--- config.mk ---
export PLATFORM = sky130hd
export DESIGN_NAME = pk_key_cam_flat
export DESIGN_NICKNAME = d
export VERILOG_FILES = /design/src/rtl/pk_cam_pkg.sv /design/src/rtl/pk_key_cam_if.sv /design/src/rtl/pk_key_cam.sv /design/src/flat_wrapper.sv
export SDC_FILE = /design/constraint.sdc
export NUM_CORES = 2
export LEC_CHECK = 0
export BUFFER_PORTS_ARGS = -buffer_cell sky130_fd_sc_hd__buf_2
export CAP_MARGIN = 25
export CORE_MARGIN = 8
export CORE_UTILIZATION = 45
export DETAILED_ROUTE_END_ITERATION = 8
export GPL_TIMING_DRIVEN = 0
export PLACE_DENSITY = 0.68
export SLEW_MARGIN = 25
export SYNTH_ARGS = -nofsm -noshare
export SYNTH_HDL_FRONTEND = slang
export SYNTH_SLANG_ARGS = --single-unit
--- constraint.sdc ---
create_clock -name clk -period 4.8 [get_ports clk]
set_input_delay 0.24 -clock clk [delete_from_list [all_inputs] [get_ports clk]]
set_output_delay 0.24 -clock clk [all_outputs]
set_load 0.02 [all_outputs]
--- src/rtl/pk_cam_pkg.sv ---
// Shared types and default sizes for the pk_key_cam account-key CAM.
package pk_cam_pkg;

    localparam int unsigned KEY_W_DEF  = 128;
    localparam int unsigned ADDR_W_DEF = 4;

    typedef enum logic [1:0] {
        StIdle,
        StSearch,
        StDone
    } cam_state_e;

endpackage

--- src/rtl/pk_key_cam_if.sv ---
// Request/result bundle of pk_key_cam. cam_clear exists only when PK_CAM_CLEAR_EN is defined.
interface pk_key_cam_if #(
    parameter int unsigned KEY_W  = pk_cam_pkg::KEY_W_DEF,
    parameter int unsigned ADDR_W = pk_cam_pkg::ADDR_W_DEF
);
    logic              cam_start;
    logic              cam_write_en;
    logic [ADDR_W-1:0] address;
    logic [KEY_W-1:0]  key_in;
`ifdef PK_CAM_CLEAR_EN
    logic              cam_clear;
`endif
    logic              busy;
    logic              search_done;
    logic              match;
    logic [ADDR_W-1:0] match_addr;
    logic [ADDR_W:0]   entry_count;

    modport master (
`ifdef PK_CAM_CLEAR_EN
        output cam_clear,
`endif
        output cam_start, cam_write_en, address, key_in,
        input  busy, search_done, match, match_addr, entry_count
    );

    modport slave (
`ifdef PK_CAM_CLEAR_EN
        input  cam_clear,
`endif
        input  cam_start, cam_write_en, address, key_in,
        output busy, search_done, match, match_addr, entry_count
    );

endinterface

--- src/rtl/pk_key_cam.sv ---
// Sequential-search key CAM: one entry compared per cycle, lowest hit index wins.
// Optional PK_CAM_CLEAR_EN adds a bulk invalidate (cam_clear) that also forces a miss.
module pk_key_cam
    import pk_cam_pkg::*;
#(
    parameter int unsigned KEY_W  = KEY_W_DEF,
    parameter int unsigned ADDR_W = ADDR_W_DEF
) (
    input logic             clk,
    input logic             rst,
    pk_key_cam_if.slave     cam_if
);

    localparam int unsigned Depth  = 2 ** ADDR_W;
    localparam logic [ADDR_W:0]   CntOne = 1;
    localparam logic [ADDR_W-1:0] IdxOne = 1;

    logic [KEY_W-1:0]  key_mem_q [Depth];
    logic [KEY_W-1:0]  skey_q;
    logic [Depth-1:0]  valid_q, valid_d;
    logic [ADDR_W:0]   count_q, count_d;
    logic [ADDR_W-1:0] idx_q, idx_d;
    logic [ADDR_W-1:0] match_addr_q, match_addr_d;
    logic              match_q, match_d;
    logic              done_q, done_d;
    logic              load_key;
    logic              entry_hit;
    logic              clear;
    cam_state_e        state_q, state_d;

`ifdef PK_CAM_CLEAR_EN
    assign clear = cam_if.cam_clear;
`else
    assign clear = 1'b0;
`endif

    // Compares registered contents, so a same-cycle write to this entry is not seen.
    assign entry_hit = valid_q[idx_q] && (key_mem_q[idx_q] == skey_q);

    always_comb begin
        state_d      = state_q;
        idx_d        = idx_q;
        match_d      = match_q;
        match_addr_d = match_addr_q;
        done_d       = 1'b0;
        load_key     = 1'b0;
        unique case (state_q)
            StIdle: begin
                if (cam_if.cam_start) begin
                    load_key = 1'b1;
                    idx_d    = '0;
                    state_d  = StSearch;
                end
            end
            StSearch: begin
                if (clear) begin
                    match_d      = 1'b0;
                    match_addr_d = '0;
                    state_d      = StDone;
                end else if (entry_hit) begin
                    match_d      = 1'b1;
                    match_addr_d = idx_q;
                    state_d      = StDone;
                end else if (&idx_q) begin
                    match_d      = 1'b0;
                    match_addr_d = '0;
                    state_d      = StDone;
                end else begin
                    idx_d = idx_q + IdxOne;
                end
            end
            StDone: begin
                done_d  = 1'b1;
                state_d = StIdle;
            end
            default: state_d = StIdle;
        endcase
    end

    always_comb begin
        valid_d = valid_q;
        count_d = count_q;
        if (clear) begin
            valid_d = '0;
            count_d = '0;
        end else if (cam_if.cam_write_en) begin
            if (!valid_q[cam_if.address]) begin
                count_d = count_q + CntOne;
            end
            valid_d[cam_if.address] = 1'b1;
        end
    end

    always_ff @(posedge clk or posedge rst) begin
        if (rst) begin
            state_q      <= StIdle;
            idx_q        <= '0;
            match_q      <= 1'b0;
            match_addr_q <= '0;
            done_q       <= 1'b0;
            valid_q      <= '0;
            count_q      <= '0;
        end else begin
            state_q      <= state_d;
            idx_q        <= idx_d;
            match_q      <= match_d;
            match_addr_q <= match_addr_d;
            done_q       <= done_d;
            valid_q      <= valid_d;
            count_q      <= count_d;
        end
    end

    // Key storage and search key carry no reset; validity lives in valid_q.
    always_ff @(posedge clk) begin
        if (load_key) begin
            skey_q <= cam_if.key_in;
        end
        if (cam_if.cam_write_en) begin
            key_mem_q[cam_if.address] <= cam_if.key_in;
        end
    end

    assign cam_if.busy        = (state_q != StIdle);
    assign cam_if.search_done = done_q;
    assign cam_if.match       = match_q;
    assign cam_if.match_addr  = match_addr_q;
    assign cam_if.entry_count = count_q;

endmodule

--- src/flat_wrapper.sv ---
// flat-port wrapper written by rule: the top's interface ports become plain ports
module pk_key_cam_flat import pk_cam_pkg::*;
#(
    parameter int unsigned KEY_W  = KEY_W_DEF,
    parameter int unsigned ADDR_W = ADDR_W_DEF
)
  (clk, rst, cam_if_cam_start, cam_if_cam_write_en, cam_if_address, cam_if_key_in, cam_if_busy, cam_if_search_done, cam_if_match, cam_if_match_addr, cam_if_entry_count);
  pk_key_cam_if #(.KEY_W(KEY_W), .ADDR_W(ADDR_W)) cam_if_i ();
  input logic clk;
  input logic rst;
  input wire logic [$bits(cam_if_i.cam_start)-1:0] cam_if_cam_start;
  input wire logic [$bits(cam_if_i.cam_write_en)-1:0] cam_if_cam_write_en;
  input wire logic [$bits(cam_if_i.address)-1:0] cam_if_address;
  input wire logic [$bits(cam_if_i.key_in)-1:0] cam_if_key_in;
  output wire logic [$bits(cam_if_i.busy)-1:0] cam_if_busy;
  output wire logic [$bits(cam_if_i.search_done)-1:0] cam_if_search_done;
  output wire logic [$bits(cam_if_i.match)-1:0] cam_if_match;
  output wire logic [$bits(cam_if_i.match_addr)-1:0] cam_if_match_addr;
  output wire logic [$bits(cam_if_i.entry_count)-1:0] cam_if_entry_count;
  assign cam_if_i.cam_start = cam_if_cam_start;
  assign cam_if_i.cam_write_en = cam_if_cam_write_en;
  assign cam_if_i.address = cam_if_address;
  assign cam_if_i.key_in = cam_if_key_in;
  assign cam_if_busy = cam_if_i.busy;
  assign cam_if_search_done = cam_if_i.search_done;
  assign cam_if_match = cam_if_i.match;
  assign cam_if_match_addr = cam_if_i.match_addr;
  assign cam_if_entry_count = cam_if_i.entry_count;
  pk_key_cam #(.KEY_W(KEY_W), .ADDR_W(ADDR_W)) u_core (.clk(clk), .rst(rst), .cam_if(cam_if_i));
endmodule
==> impl_metrics.sql <==
INSERT INTO impl_metrics (metric_group, metric, value, unit) VALUES
('run_status', 'result_of_the_run', 'complete, but fails checks', ''),
('run_status', 'violations', 'negative setup slack', ''),
('min_path', 'hold_start', 'cam_if_address[3]', ''),
('global_routing', 'antenna_found_initial', '37', ''),
('logic_synthesis', 'synth.avg_cell_area', '21.08', 'sq um'),
('worst_setup_path', 'cp.arrival', '5770', 'ps'),
('pwr', 'powerDensity', '574.5', 'nW/um^2'),
('drt', 'drtPass1Iterations', '9', ''),
('logic_synthesis', 'cell_with_the_most_instances_after_synthesis', 'sky130_fd_sc_hd__edfxtp_1', ''),
('die', 'floorplan_die_area', '204300', 'sq um'),
('worst_setup_path', 'critPathSlowestCell', 'sky130_fd_sc_hd__dfrtp_2', ''),
('clock_network', 'clk_transition_reported_paths', '70', 'ps'),
('die', 'core_area', '189600', 'sq um'),
('min_path', 'worst_hold_path.endpoint', 'u_core.valid_q[0]', ''),
('logic_synthesis', 'most_used_dff_post_synth', 'sky130_fd_sc_hd__edfxtp_1', ''),
('drt', 'detail-route-antenna-nets', '0', ''),
('die', 'initial_core_utilization', '45.12', '%'),
('logic_synthesis', 'yosysTopAreaCell', 'sky130_fd_sc_hd__edfxtp_1', ''),
('global_routing', 'overall_routing_resource_usage', '25.95', '%'),
('placed_design', 'globalplace.congestion', '0.9056', ''),
('sta', 'timing.final.hold_violations', '0', ''),
('finish', 'postLayoutCoreUtil', '55.13', '%'),
('global_routing', 'grt_first_pass_wirelength', '372300', 'microns'),
('worst_setup_path', 'rrSetupSlack', '-220', 'ps'),
('die', 'die_h', '452.0', 'microns'),
('placed_design', 'place.detailed.hpwl', '179600', 'microns'),
('die', 'ios', '148', ''),
('sta', 'max_freq', '199.1', 'MHz'),
('clock_network', 'clkLatencyLatePin', '860', 'ps'),
('clock_network', 'clkSinkCount', '2209', ''),
('clock_network', 'tritoncts', 'built', ''),
('worst_setup_path', 'worstSetupEndpointType', 'flip-flop', ''),
('logic_synthesis', 'synth-async-reset-ratio', '1.494', '%'),
('worst_setup_path', 'worst_r2r_endpoint', 'u_core.idx_q[2]', ''),
('logic_synthesis', 'postSynthRegisterBits', '2209', ''),
('min_path', 'min_delay_path_depth', '3', ''),
('pwr', 'power.leakage', '0.03449', 'uW'),
('clock_network', 'htreeDepth', '4', ''),
('run', 'drv_cap', '0', ''),
('drt', 'drt_drc_violations_left', '0', ''),
('sta', 'grt_setup_unrepaired', 'yes', ''),
('logic_synthesis', 'ys_top_cells_by_count', 'sky130_fd_sc_hd__edfxtp_1, sky130_fd_sc_hd__mux4_2, sky130_fd_sc_hd__mux2i_1, sky130_fd_sc_hd__a22oi_1, sky130_fd_sc_hd__nand2_1', ''),
('sta', 'final-max-slew-violation-count', '0', ''),
('global_routing', 'grt_max_degree', '64', ''),
('sta', 'fin_skew', '33.78', 'ps'),
('global_routing', 'grt-ovfl-total', '0', ''),
('sta', 'max_slew.worst_pin.slew', '1184', 'ps'),
('logic_synthesis', 'mappedNetlistNets', '4196', ''),
('logic_synthesis', 'yosysTopAreaCellShare', '76.39', '%'),
('sta', 'report.final.setup_viol', '11', ''),
('min_path', 'hold_path.class', 'primary input to flip-flop', ''),
('sta', 'worst_slack', '-223.1', 'ps'),
('sta', 'totalNegativeSetupSlack', '-1564', 'ps'),
('worst_setup_path', 'crit_fanout', '10', ''),
('placed_design', 'io_buffer_count', '145', ''),
('worst_setup_path', 'max_stage_delay', '530', 'ps'),
('sta', 'maxSlewHeadroom', '21.04', '%'),
('logic_synthesis', 'post_synth_edffs', '2176', ''),
('worst_setup_path', 'reg2reg_depth', '17', ''),
('die', 'rows', '160', ''),
('finish', 'layout-area-overhead-vs-synth', '22.19', '%'),
('logic_synthesis', 'mappedNetlistArea', '85540', 'sq um'),
('worst_setup_path', 'critical_path.cell_chain', 'buf_4 > clkbuf_8 > buf_6 > buf_6 > buf_6 > mux4_2 > mux2i_1 > nor3_1 > a21oi_1 > o211ai_1 > nor4_2 > nand3_1 > nor4_4 > buf_6 > buf_4 > o311ai_0 > o311ai_1', ''),
('clock_network', 'cts_made_buffers', '208', ''),
('logic_synthesis', 'post_synth_num_cell_types', '76', ''),
('worst_setup_path', 'critPathKind', 'flip-flop to flip-flop', ''),
('logic_synthesis', 'yosysSeqAreaShare', '77.36', '%'),
('clock_network', 'cts_root_buffer', 'sky130_fd_sc_hd__clkbuf_16', ''),
('drt', 'detail_route.wl_per_cell', '36.07', 'microns'),
('sta', 'final.period_utilization', '104.6', '%'),
('logic_synthesis', 'ys.warnings.count', '0', '');
==> layout make-up <==
cell class	instances	area [sq um]
fillers	13780	85060
flip-flops and latches	2209	66170
multi-input cells	1610	18760
repair buffers	557	6857
clock buffers	265	5525
well taps	2511	3142
plain buffers	209	2928
clock inverters	117	982.2
inverters	27	110.1
diodes	15	37.54
==> worst max path at each step <==
stage | startpoint | end | slack, ps | cells past startpoint
2_1_floorplan | cam_if_address[1] | u_core.valid_q[9] | -2190 | 4
3_3_place_gp | cam_if_address[0] | u_core.valid_q[9] | -10520 | 5
3_5_place_dp | u_core.idx_q[3] | u_core.idx_q[3] | -3130 | 17
4_1_cts | u_core.idx_q[0] | u_core.idx_q[3] | -180 | 18
5_1_grt | u_core.idx_q[0] | u_core.idx_q[3] | -220 | 19
6_report | u_core.idx_q[3] | u_core.idx_q[2] | -220 | 17
==> flip-flops by register name, indices dropped and copies added (netlist names) <==
name                       cells
u_core.cam_if.match            1
u_core.cam_if.search_done      1
u_core.valid_q                16
u_core.key_mem_q            2048
u_core.idx_q                   4
u_core.state_q                 2
u_core.skey_q                128
u_core.cam_if.entry_count      5
u_core.cam_if.match_addr       4
==> per-stage QoR <==
stage                     hold WS (ps)  power (uW)  instance area (sq um)  worst slack [ps]  std cells
final                            144.2       60050                 104500            -223.1       7520
after floorplan                  338.9       32780                  85560             -2192       4058
after global placement           457.2       40170                  89430            -10520       6714
after global routing             152.4       61230                 104500            -222.6       7511
after CTS                        93.07       59120                 104000            -184.6       7483
after detailed placement         246.0       40640                  93590             -3127       6908
==> cells by family (layout without fill, tap and decap cells) <==
logic type               count (synthesis)  after routing  share of synthesized area (%)
flip-flops                            2209           2209                          77.36
multiplexers                           680            680                          14.00
AND/OR/NAND/NOR                        440            440                          2.737
AO/OA/AOI/OAI                          435            435                          3.837
buffers and inverters                  239           1175                          1.502
XOR/XNOR                                53             53                         0.5427
adder cells (fa/ha/maj)                  2              2                        0.02925
other                                    0             15                              0
==> report_power, final <==
| group | total, uW | internal [uW] | leakage, uW | switching, uW |
|---|---|---|---|---|
| combinational | 21900 | 8940 | 0.0113 | 13000 |
| sequential | 22100 | 21800 | 0.0201 | 319 |
| clock | 16000 | 8830 | 0.00316 | 7170 |
| total | 60000 | 39600 | 0.0345 | 20500 |
==> placed cells by master, fill, tap and decap left out, drive strengths merged, types with 15 or more instances in the layout <==
cell type	n
buf	558
mux2	19
nand3	58
a211o	19
dfrtp	33
nor4	25
nor2	63
a22o	23
dlygate4sd3	134
diode	15
nand2	78
or2	21
and3	41
clkinv	89
a221oi	65
xor2	26
mux4	411
nand4	40
o21ai	40
mux2i	250
nor3	52
inv	33
a22oi	94
a21oi	45
xnor2	27
edfxtp	2176
clkbuf	337
o22ai	27
==> repair_timing <==
action	4_1_cts	5_1_grt
hold buffers	134	0
gates cloned	2	0
endpoints found under the hold margin	2218	0
setup buffers	60	22
resized for setup	503	69
pin swaps	29	28
setup endpoints to repair	11	11
==> critical path: cells and delay by family, from the launching register on <==
kind            cells  cell delay (ps)
mux                 2              770
flops               1              530
compound gates      4             1050
simple gates        4              990
buf+inv             7             1510
==> per-layer routing <==
metal | vias up | GRT usage, % | part of all wire [%]
met5 | - | 0 | 0.041
met4 | 18 | 12.43 | 5.4
met3 | 670 | 7.530 | 13
met2 | 3718 | 39.45 | 45
met1 | 25220 | 34.65 | 36
li1 | 18790 | - | -
Power figures use the tool's default switching activity.
